<file path="src/rtl/rv_pkg.sv">
// Shared definitions for the branch predictor: BHT counter encodings,
// the counter reset value and the controller FSM state type.
package rv_pkg;

  typedef enum logic [1:0] {
    BHT_SNT = 2'b00,
    BHT_WNT = 2'b01,
    BHT_WT  = 2'b10,
    BHT_ST  = 2'b11
  } bht_cnt_t;

  localparam logic [1:0] BHT_RESET = BHT_WNT;

  typedef enum logic {
    ST_RUN     = 1'b0,
    ST_RECOVER = 1'b1
  } bp_state_t;

endpackage

</file>
<file path="src/rtl/sat_cnt2.sv">
// Next-state function of a 2-bit saturating up/down counter used for
// each BHT entry. Counts up on taken, down on not-taken, sticks at the ends.
module sat_cnt2
  import rv_pkg::*;
(
  input  logic [1:0] i_cnt,
  input  logic       i_up,
  output logic [1:0] o_cnt
);

  // Saturating step: hold at strong-taken going up, strong-not-taken going down
  always_comb begin
    o_cnt = i_cnt;
    if (i_up) begin
      if (i_cnt != BHT_ST) o_cnt = i_cnt + 2'd1;
    end else begin
      if (i_cnt != BHT_SNT) o_cnt = i_cnt - 2'd1;
    end
  end

endmodule

</file>
<file path="src/rtl/branch_pred_ctrl.sv">
// Branch sequencing controller: predicts ID-stage conditional branches from a
// direct-mapped table of 2-bit counters, resolves them in EX, issues PC
// redirects and pipeline flushes, and counts resolved and mispredicted branches.
module branch_pred_ctrl
  import rv_pkg::*;
#(
  parameter int IDX_W = 6,
  parameter int CNT_W = 32
) (
  input  logic             clk,
  input  logic             rst_n,
  input  logic             i_stall,
  input  logic             i_id_valid,
  input  logic             i_id_is_branch,
  input  logic [31:0]      i_id_pc,
  input  logic [31:0]      i_id_target,
  output logic             o_id_pred_taken,
  input  logic             i_ex_valid,
  input  logic             i_ex_is_branch,
  input  logic [31:0]      i_ex_pc,
  input  logic [31:0]      i_ex_target,
  input  logic             i_ex_pred_taken,
  input  logic             i_ex_taken,
  output logic             o_redirect,
  output logic [31:0]      o_redirect_pc,
  output logic             o_flush_if_id,
  output logic             o_flush_id_ex,
  output logic [CNT_W-1:0] o_br_count,
  output logic [CNT_W-1:0] o_mispred_count
);

  localparam int ENTRIES = 1 << IDX_W;

  logic [1:0]       r_bht [ENTRIES];
  logic [CNT_W-1:0] r_br_count;
  logic [CNT_W-1:0] r_mispred_count;
  bp_state_t        r_state;
  bp_state_t        w_state_next;

  logic [IDX_W-1:0] w_id_idx;
  logic [IDX_W-1:0] w_ex_idx;
  logic [1:0]       w_next_cnt;
  logic             w_ex_br;
  logic             w_mispred;
  logic             w_update;
  logic             w_pred_en;
  logic             w_id_pred;
  logic             w_unused_pc_bits;

  assign w_id_idx         = i_id_pc[IDX_W+1:2];
  assign w_ex_idx         = i_ex_pc[IDX_W+1:2];
  assign w_unused_pc_bits = ^{i_id_pc[31:IDX_W+2], i_id_pc[1:0]};

  assign w_ex_br   = i_ex_valid & i_ex_is_branch;
  assign w_mispred = w_ex_br & (i_ex_taken != i_ex_pred_taken);
  assign w_update  = w_ex_br & ~i_stall;

  // The only write port of the table: next value of the entry being resolved
  sat_cnt2 u_sat_cnt2 (
    .i_cnt (r_bht[w_ex_idx]),
    .i_up  (i_ex_taken),
    .o_cnt (w_next_cnt)
  );

  // FSM state register
  always_ff @(posedge clk or negedge rst_n) begin
    if (!rst_n) r_state <= ST_RUN;
    else        r_state <= w_state_next;
  end

  // FSM next state: a resolved mispredict opens one recovery cycle
  always_comb begin
    w_state_next = r_state;
    case (r_state)
      ST_RUN:     if (w_update && w_mispred) w_state_next = ST_RECOVER;
      ST_RECOVER: if (!i_stall)              w_state_next = ST_RUN;
      default:                               w_state_next = ST_RUN;
    endcase
  end

  // FSM output: ID holds a squashed bubble during recovery, so no prediction
  always_comb begin
    w_pred_en = 1'b0;
    if (r_state == ST_RUN) w_pred_en = 1'b1;
  end

  assign w_id_pred = i_id_valid & i_id_is_branch & r_bht[w_id_idx][1] & w_pred_en;

  // Redirect selection: EX mispredict outranks an ID taken prediction; nothing leaves while in reset
  always_comb begin
    o_id_pred_taken = w_id_pred & rst_n;
    o_redirect      = 1'b0;
    o_redirect_pc   = 32'h0;
    o_flush_if_id   = 1'b0;
    o_flush_id_ex   = 1'b0;
    if (rst_n) begin
      if (w_mispred) begin
        o_redirect    = 1'b1;
        o_redirect_pc = i_ex_taken ? i_ex_target : (i_ex_pc + 32'd4);
        o_flush_if_id = 1'b1;
        o_flush_id_ex = 1'b1;
      end else if (w_id_pred) begin
        o_redirect    = 1'b1;
        o_redirect_pc = i_id_target;
        o_flush_if_id = 1'b1;
      end
    end
  end

  // Table is a flop array so every entry clears asynchronously; ID reads see the pre-update value
  always_ff @(posedge clk or negedge rst_n) begin
    if (!rst_n) begin
      for (int i = 0; i < ENTRIES; i++) r_bht[i] <= BHT_RESET;
    end else if (w_update) begin
      r_bht[w_ex_idx] <= w_next_cnt;
    end
  end

  // Statistics counters, saturating at all-ones
  always_ff @(posedge clk or negedge rst_n) begin
    if (!rst_n) begin
      r_br_count      <= '0;
      r_mispred_count <= '0;
    end else if (w_update) begin
      if (r_br_count != {CNT_W{1'b1}})
        r_br_count <= r_br_count + CNT_W'(1);
      if (w_mispred && (r_mispred_count != {CNT_W{1'b1}}))
        r_mispred_count <= r_mispred_count + CNT_W'(1);
    end
  end

  assign o_br_count      = r_br_count;
  assign o_mispred_count = r_mispred_count;

endmodule
</file>
<file path="config.mk">
export PLATFORM = sky130hd
export DESIGN_NAME = branch_pred_ctrl
export DESIGN_NICKNAME = d
export VERILOG_FILES = /design/src/rtl/rv_pkg.sv /design/src/rtl/sat_cnt2.sv /design/src/rtl/branch_pred_ctrl.sv
export SDC_FILE = /design/constraint.sdc
export NUM_CORES = 1
export LEC_CHECK = 0
export CORE_UTILIZATION = 45
export DETAILED_ROUTE_END_ITERATION = 16
export PLACE_DENSITY = 0.73
export SLEW_MARGIN = 10
export SYNTH_ARGS = -nofsm -noshare
export SYNTH_HDL_FRONTEND = slang
export SYNTH_SLANG_ARGS = --single-unit
</file>
<file path="constraint.sdc">
create_clock -name clk -period 4.3 [get_ports clk]
set_input_delay 0.86 -clock clk [delete_from_list [all_inputs] [get_ports clk]]
set_output_delay 0.86 -clock clk [all_outputs]
set_load 0.02 [all_outputs]
</file>
# [Yosys cells after proc, flatten, opt, wreduce, memory -nomap -nowiden]
# Cells that the tools add are included.
[classes] add_sub_neg=5 order_cmp=3 n_eq_ne=4 n_mux=25 bitwise_logic=11 n_reduce_logical=6
[op_table] operator="$bwmux W128" n=1
[op_table] operator="$mux W32" n=4
[op_table] operator="$add A32 B1 Y32 const B" n=2
[op_table] operator="$ne A32 B32 Y1 const B" n=2
[op_table] operator="$add A32 B3 Y32 const B" n=1
[op_table] operator="$bmux W2 S6" n=2
[op_table] operator="$mux W2" n=8
[op_table] operator="$ge A7 B7 Y1 const B" n=2
[op_table] operator="$not A6 Y7" n=2
[op_table] operator="$demux W2 S6" n=1
[op_table] operator="$mux W1" n=8
[op_table] operator="$and A1 B1 Y1" n=7
[op_table] operator="$lt A7 B1 Y1 const B" n=1
[op_table] operator="$reduce_and A2 Y1" n=2
[op_table] operator="$logic_and A1 B1 Y1" n=3
[op_table] operator="$add A2 B1 Y2 const B" n=1
[op_table] operator="$ne A2 B2 Y1 const B" n=1
[op_table] operator="$not A1 Y1" n=2
[op_table] operator="$pmux W1 S2" n=1
[op_table] operator="$reduce_bool A2 Y1" n=1
[op_table] operator="$sub A2 B1 Y2 const B" n=1
[op_table] operator="$ne A1 B1 Y1" n=1
[word_totals] regBits=193 input_bits=137 out_inout_bits=100 word_cells=121

# [Longest topological paths before layout]
# Gate-level depths: netlist (run 1).
[depth] depth_word=9 depth_mapped=11 depth_no_buf=8

# [Cells and area by module]
# Synthesis (run 1) repeated with hierarchy kept, for this count alone.
[hier_totals] hier_cells=1055 hier_area_um2=11408.4
[by_module_without_submodules] module="branch_pred_ctrl" n_inst=1 cells_each=1052 area_each_um2=11382.2 seq_area_each_um2=4909.7
[by_module_without_submodules] module="sat_cnt2" n_inst=1 cells_each=3 area_each_um2=26.3 seq_area_each_um2=0.0

# [Worst setup path after synthesis (run 1)]
# Ideal clock, no wire load.
[synth_timing] path_kind="input-to-output" startpoint="in i_id_pc[3]" endpoint="out o_redirect_pc[13]" arrival_time_ps=3388 required_time_ps=3440 slack_ps=52 cell_stages=11 n_path_buf=4 cell_sequence="clkbuf_1 > buf_1 > mux4_2 > mux4_2 > mux2i_1 > mux2i_1 > and4b_1 > and3b_1 > buf_2 > buf_6 > a22o_1"
[synth_between] elab_chain_len=9
[synth_rtl] element="start: declaration" line_no="branch_pred_ctrl.sv:15" rtl="input logic [31:0] i_id_pc,"
[synth_rtl] element="$not A6 Y7 (not written as such)" line_no="branch_pred_ctrl.sv:87" rtl="assign w_id_pred = i_id_valid & i_id_is_branch & r_bht[w_id_idx][1] & w_pred_en;"
[synth_rtl] element="$bmux W2 S6" line_no="branch_pred_ctrl.sv:87"
[synth_rtl] element="$mux W2 (not written as such) (2 in a row)" line_no="branch_pred_ctrl.sv:87"
[synth_rtl] element="$and A1 B1 Y1 (2 in a row)" line_no="branch_pred_ctrl.sv:87"
[synth_rtl] element="$mux W32" line_no="branch_pred_ctrl.sv:102" rtl="end else if (w_id_pred) begin"
[synth_rtl] element="$mux W32" line_no="branch_pred_ctrl.sv:97" rtl="if (w_mispred) begin"
[synth_rtl] element="$mux W32" line_no="branch_pred_ctrl.sv:96" rtl="if (rst_n) begin"
[synth_rtl] element="end: declaration" line_no="branch_pred_ctrl.sv:25" rtl="output logic [31:0] o_redirect_pc,"
# No other way between the ends. The select of a mux whose other input is x is not followed.

# [Worst setup path in the final report (run 1)]
[layout_timing] startpoint="in i_id_pc[2]" endpoint="out o_redirect_pc[10]"
# Same word-level chain as after synthesis.

==> impl_results.md, run 1 <==
- Status: complete, but fails checks
- Failing checks: setup timing
- Finished Core Util: between 50 and 60%
- FF-to-FF End: r_bht[43]$_DFFE_PN0P_
- Setup Buffers After CTS: 0
- Post-Syn Area: between 10,000 and 15,000 um2
- LEAKAGE: between 6 and 7 nW
- Worst setup EP type: output port
- Hold_ws: roughly 0.33 ns
- Vias in the first global route: slightly below 10,000
- EDFF count, synth: 0
- Area of the die: 25,230 um2
- Largest net degree at the start of global routing: 70
- Primary FF master, synth: dfrtp_1
- CTS tree: done
- Setup crit start kind: input pin
- Vias: between 9,000 and 10,000
- Final setup margin: -0.04385 ns
- Root buffer cell: clkbuf_16
- Grt total ovfl: 0
- CTS buffer count: 17
- Async SR Flop Fraction: 100.0%
- Period utilization: 101.0%
- 1st-iter DRT viols: about 800
- Die H: ~160 um
- Mapped Cells: between 1,000 and 1,500
- Worst-Margin Slew: 1.014 ns
- Post-route ant nets: 0
- Via density: 5.797
- Pwr Density: just over 300 nW/um2
- Initial antenna violation count: 0
- Fin crit period: 4.344 ns
- Starting Density: 45.66%
- Clk Latency, worst-skew pair: 0.44 ns
- Layout cells sized above 1: 24.65%
- Total GRT Usage: 27.55%
- Core area: roughly 24,000 um2
- Critical path peak fanout: 29
- Layout fillers: around 2,100
- Worst vdd ir: between 0.2 and 0.25 mV
- Routability congestion estimate: slightly above 0.9
- Max Freq: 230.2 MHz
- Slew headroom: between 30% and 40%
- Clk buf depth: 2
- Synthesized Nets: between 1,000 and 1,500
- Setup_tns: -0.5574 ns
- FF-to-FF path depth: 8
- Area Growth Syn to Fin: 30.42%
- First-pass GRT wire length: about 54,000 um
- Nets@finish: roughly 1,500
- Clock net sink count: a little under 200
- Mean post-synth cell area: between 10 and 15 um2
- Synth Register Bits: between 150 and 200
- R2R Setup Slk: approximately 1.4 ns
- Drt pass-1 iters: 7
- I/O Buffers: 210
- RR Startpoint: r_bht[21]$_DFFE_PN0P_
- Drt total wl: around 34,000 um
- Die extent in x: between 150 and 200 um
- Crit Path Category: input pin to output port
- Remaining DRCs: 0
- Hold/Removal Path Class: input pin to asynchronous set/reset pin
- Hold Violations, Final: 0
- Maxcap violations: 0
- Synth unique cells: 62
- PnR Total Power: ~4.4 mW
- Synth warn: 0
- Worst EP required: approximately 3.4 ns
- Dpl hpwl: between 20,000 and 25,000 um
- Diode count: 0
- Clock skew: 0.01263 ns
- # rows: 57
- Top Ports: 237
- Hold_buf cts: 0
- Wire length per cell: approximately 20 um
- Max Slew Vio Count: 0
- RSZ-0062 raised after global routing: true
- Final setup viols: 24
- Data arrival, critical path: ~3.5 ns
- Post-synthesis sequential area ratio: 44.35%
- H-Tree Depth: 4
- Worst-path clk slew: approximately 0.070 ns
critical path: stages:
cell     delay, ns
buf_6         0.12
buf_12        0.14
mux4_2        0.51
mux4_2        0.50
mux2i_2       0.19
mux2i_2       0.15
and4b_1       0.23
and3b_1       0.20
buf_12        0.17
a22o_1        0.24
buf_2         0.16
state kept, by name, indices dropped and copies added, names as in the netlist:
signal and cells:
o_mispred_count 32, r_bht 128, o_br_count 32, r_state 1
worst max path at each step:
| stage | from | to | slack (ns) | cells after the start |
|---|---|---|---|---|
| global placement | i_id_pc[2] | o_redirect_pc[14] | -0.83 | 11 |
| global route | i_id_pc[2] | o_redirect_pc[10] | -0.07 | 11 |
| CTS | i_id_pc[2] | o_redirect_pc[10] | -0.06 | 11 |
| floorplan | i_id_pc[3] | o_redirect_pc[13] | 0.05 | 11 |
| finish | i_id_pc[2] | o_redirect_pc[10] | -0.04 | 11 |
| detailed placement | i_id_pc[2] | o_redirect_pc[13] | -0.88 | 11 |
stage by stage:
stage / setup slack, ns / cells / cell area, um2
global route: -0.07248 / 1671 / 14440
finish: -0.04385 / 1671 / 14440
global placement: -0.8258 / 1637 / 13920
detailed placement: -0.8842 / 1637 / 13920
CTS: -0.05919 / 1671 / 14430
floorplan: 0.05223 / 1085 / 11070
report_power, final:
| part | total, mW | internal, mW | switching [mW] |
|---|---|---|---|
| registers | 2.01 | 1.92 | 0.0930 |
| logic | 0.739 | 0.349 | 0.390 |
| clock network | 1.62 | 0.845 | 0.774 |
| total | 4.37 | 3.11 | 1.26 |
routing by layer:
layer	GRT usage [%]	wire length (um)	vias up
met4	9.878	1125	0
met5	0	0	-
met1	37.33	14370	4742
li1	-	-	4403
met3	7.001	3277	91
met2	42.72	15540	451
timing repair:
item | CTS | global route
pin swaps | 1 | 1
setup endpoints to repair | 35 | 32
gates resized for setup | 146 | 2
gates cloned | 2 | 0
kinds of logic after synthesis:
logic type      count (synthesis)  synth area share [%]
buf+inv                        77                 3.639
fa+ha+maj                       5                0.5651
mux                           131                 15.88
flops                         193                 44.35
compound gates                188                 10.94
simple gates                  401                 17.51
xor+xnor                       90                 7.120
cells in the mapped netlist (all sizes together) (4+ instances only):
cell type	instances	share of area, %
o2bb2ai	6	0.47
and3	27	1.5
mux2i	29	2.6
inv	16	0.54
nand2	196	6.6
and4	12	0.95
a32oi	4	0.32
a21oi	11	0.50
nand2b	6	0.34
nor4	8	0.45
a221oi	6	0.47
nor3	17	0.77
mux2	74	7.6
dfstp	64	15
or2	4	0.23
nor3b	7	0.47
o31ai	5	0.38
nor2	37	1.3
buf	33	2.1
dfrtp	129	29
clkbuf	26	0.88
nor2b	5	0.28
and3b	7	0.55
xnor2	61	4.8
a22oi	6	0.41
a22o	25	2.0
xor2	29	2.3
o211ai	5	0.34
mux4	28	5.7
and2	5	0.28
nand4	20	1.1
nand3	37	1.7
o21ai	100	4.5
cells in the final DEF, fill, tap and decap left out, drive strengths merged, types with 25 or more instances in the layout:
cell type / instances
mux4: 28
inv: 25
mux2i: 29
xnor2: 61
mux2: 74
buf: 115
xor2: 29
and3: 27
dfrtp: 129
a22o: 25
nand3: 37
nor2: 37
clkdlybuf4s50: 168
o21ai: 100
nand2: 196
dfstp: 64
final cells by class:
cell class                      instances  area, um2  share of cell area (%)
Inverter                               18      67.56                  0.4679
Timing Repair Buffer                  289       2680                   18.56
Clock buffer                           18      439.2                   3.042
Clock inverter                         14      160.2                   1.109
Sequential cell                       193       4910                   34.00
Tap cell                              324      405.4                   2.808
Multi-Input combinational cell        815       5777                   40.01
No activity file was read; power rests on OpenSTA's default activity.
==> inputs of run 2 (changes only) <==
- CORE_MARGIN: unset -> 10
==> run 2 against run 1 <==
The flow still finishes with violations (setup timing). Final cell count increased by 0.12%. Fmax decreased by 0.33%. First-iteration DRC count increased by 16%. Routed wire length increased by 4.8%. Non-clock buffer count increased by 2. Sequential share of layout area about the same. Utilization about the same. Hold slack got worse by 0.018 ns. Die area increased by 24%. Power decreased by 0.22%. Critical path depth unchanged. Largest power group unchanged. Largest cell class unchanged. Global-route usage decreased by 5.0 points.
==> impl_results.md, run 2 (same netlist as run 1, synthesis figures left out) <==
- Area of the die: 31,280 um2
- Worst vdd ir: approximately 0.25 mV
- Finished Layout Cells: approximately 1,700
- Hold/Removal Path Class: input pin to asynchronous set/reset pin
- Clock net sink count: slightly below 200
- Max Freq: roughly 230 MHz
- Failing checks: setup timing
- PnR Total Power: between 4 and 5 mW
- Root buffer cell: clkbuf_16
- Die H: between 150 and 200 um
- Dpl hpwl: between 20,000 and 30,000 um
- Setup_tns: -0.9454 ns
- Core area: 24,250 um2
- Area Growth Syn to Fin: 30.33%
- H-Tree Depth: 4
- Drt pass-1 iters: 5
- Clk Latency, worst-skew pair: about 0.44 ns
- Finished Core Util: around three fifths
- Drt total wl: roughly 36,000 um
- Routability congestion estimate: 0.9811
- Final setup margin: -0.05832 ns
- Pre-CTS WS: -0.8957 ns
- Starting Density: a little under half
- Worst EP required: 3.44 ns
- CTS tree: done
- Critical path peak fanout: 29
- Data arrival, critical path: 3.50 ns
- RSZ-0062 raised after global routing: true
- Total GRT Usage: 22.53%
- Crit Path Category: input pin to output port
- Largest Register: r_bht
- RR Startpoint: r_bht[65]$_DFFE_PN0P_
- Slew headroom: around 30%
- LEAKAGE: roughly 6 nW
- Vias: 9,541
- Initial antenna violation count: 0
- Nets@finish: roughly 1,500
- Clock skew: between 0.01 and 0.015 ns
- Period utilization: 101.4%
- Clk buf depth: 2
- Worst-Margin Slew: around 1.0 ns
- Layout cells sized above 1: 24.68%
- Setup crit start kind: input pin
- Top Ports: between 200 and 250
- Wire length per cell: around 22 um
- Max Slew Vio Count: 0
- 1st-iter DRT viols: roughly 900
- Setup Buffers After CTS: 0
- I/O Buffers: between 200 and 250
- Diode count: 0
- R2R Setup Slk: 1.18 ns
- Remaining DRCs: 0
- Maxcap violations: 0
- Max reg flops: 128
- Worst setup EP type: output port
- Pwr Density: ~300 nW/um2
- FF-to-FF End: r_bht[73]$_DFFE_PN0P_
- Vias in the first global route: 9,442
- FF-to-FF path depth: 7
- Via density: 5.703
- Post-route ant nets: 0
- Status: complete, but fails checks
- Worst-path clk slew: roughly 0.090 ns
- Final setup viols: 24
- CTS buffer count: 17
- Largest net degree at the start of global routing: 167
- Grt total ovfl: 0
- Layout fillers: 2,076
- Hold Violations, Final: 0
- Fin crit period: roughly 4.4 ns
- Placed insts: between 1,500 and 2,000
- Most common cell after layout, fill and taps aside: nand2_1
- # rows: 57
- Die extent in x: 176.9 um
- Commonest cells after routing, fill and taps aside: nand2_1 (196), clkdlybuf4s50_1 (168), dfrtp_1 (129), o21ai_0 (98), buf_4 (77)
- First-pass GRT wire length: 55,180 um
run 2: area by class of cell:
class / count / area (um2) / area share [%]
Clock inverter: 15 / 176.4 / 1.223
Clock buffer: 17 / 425.4 / 2.948
Multi-Input combinational cell: 815 / 5781 / 40.06
Timing Repair Buffer: 291 / 2664 / 18.46
Sequential cell: 193 / 4910 / 34.03
Tap cell: 324 / 405.4 / 2.810
Inverter: 18 / 67.56 / 0.4683
run 2: worst max-delay path by stage:
stage | slack [ns] | start | end
after floorplan | 0.05 | i_id_pc[3] | o_redirect_pc[13]
after detailed placement | -0.90 | i_id_pc[2] | o_redirect_pc[12]
after CTS | -0.02 | i_id_pc[2] | o_redirect_pc[12]
final | -0.06 | i_id_pc[2] | o_redirect_pc[12]
after global routing | -0.1 | i_id_pc[2] | o_redirect_pc[12]
after global placement | -0.84 | i_id_pc[2] | o_redirect_pc[5]
run 2: what timing repair did:
item	in CTS	in global routing
cloned	2	0
setup endpoints to repair	35	25
gates resized for setup	152	6
hold buffers	0	0
run 2: critical path, cell delays in order:
cell     delay (ns)
buf_6          0.11
buf_12         0.14
mux4_2         0.52
mux4_2         0.51
mux2i_2        0.20
mux2i_2        0.15
and4b_1        0.21
and3b_1        0.19
buf_12         0.17
a22o_1         0.25
buf_4          0.16
run 2: power breakdown:
group	switching [mW]	internal [mW]
sequential	0.0898	1.92
clock	0.822	0.794
combinational	0.392	0.345
total	1.30	3.06
run 2: through the flow:
stage | hold slack, ns | instance area, um2
global route | 0.3069 | 14430
detailed placement | 0.4686 | 13910
floorplan | 0.4414 | 11070
finish | 0.3154 | 14430
CTS | 0.3031 | 14400
global placement | 0.4526 | 13910
run 2: layer usage:
layer  GRT usage [%]  vias up  part of all wire (%)
met5               0        -                     0
met4           5.604        0                   2.1
met2           35.37      405                    47
met1           29.92     4673                    42
met3           6.657       55                   8.8
li1                -     4408                     -
==> inputs of run 3 (changes only) <==
- SLEW_MARGIN: 10 -> unset
==> results of run 3 <==
Final layout, timing and power as in run 2 (identical DEF).
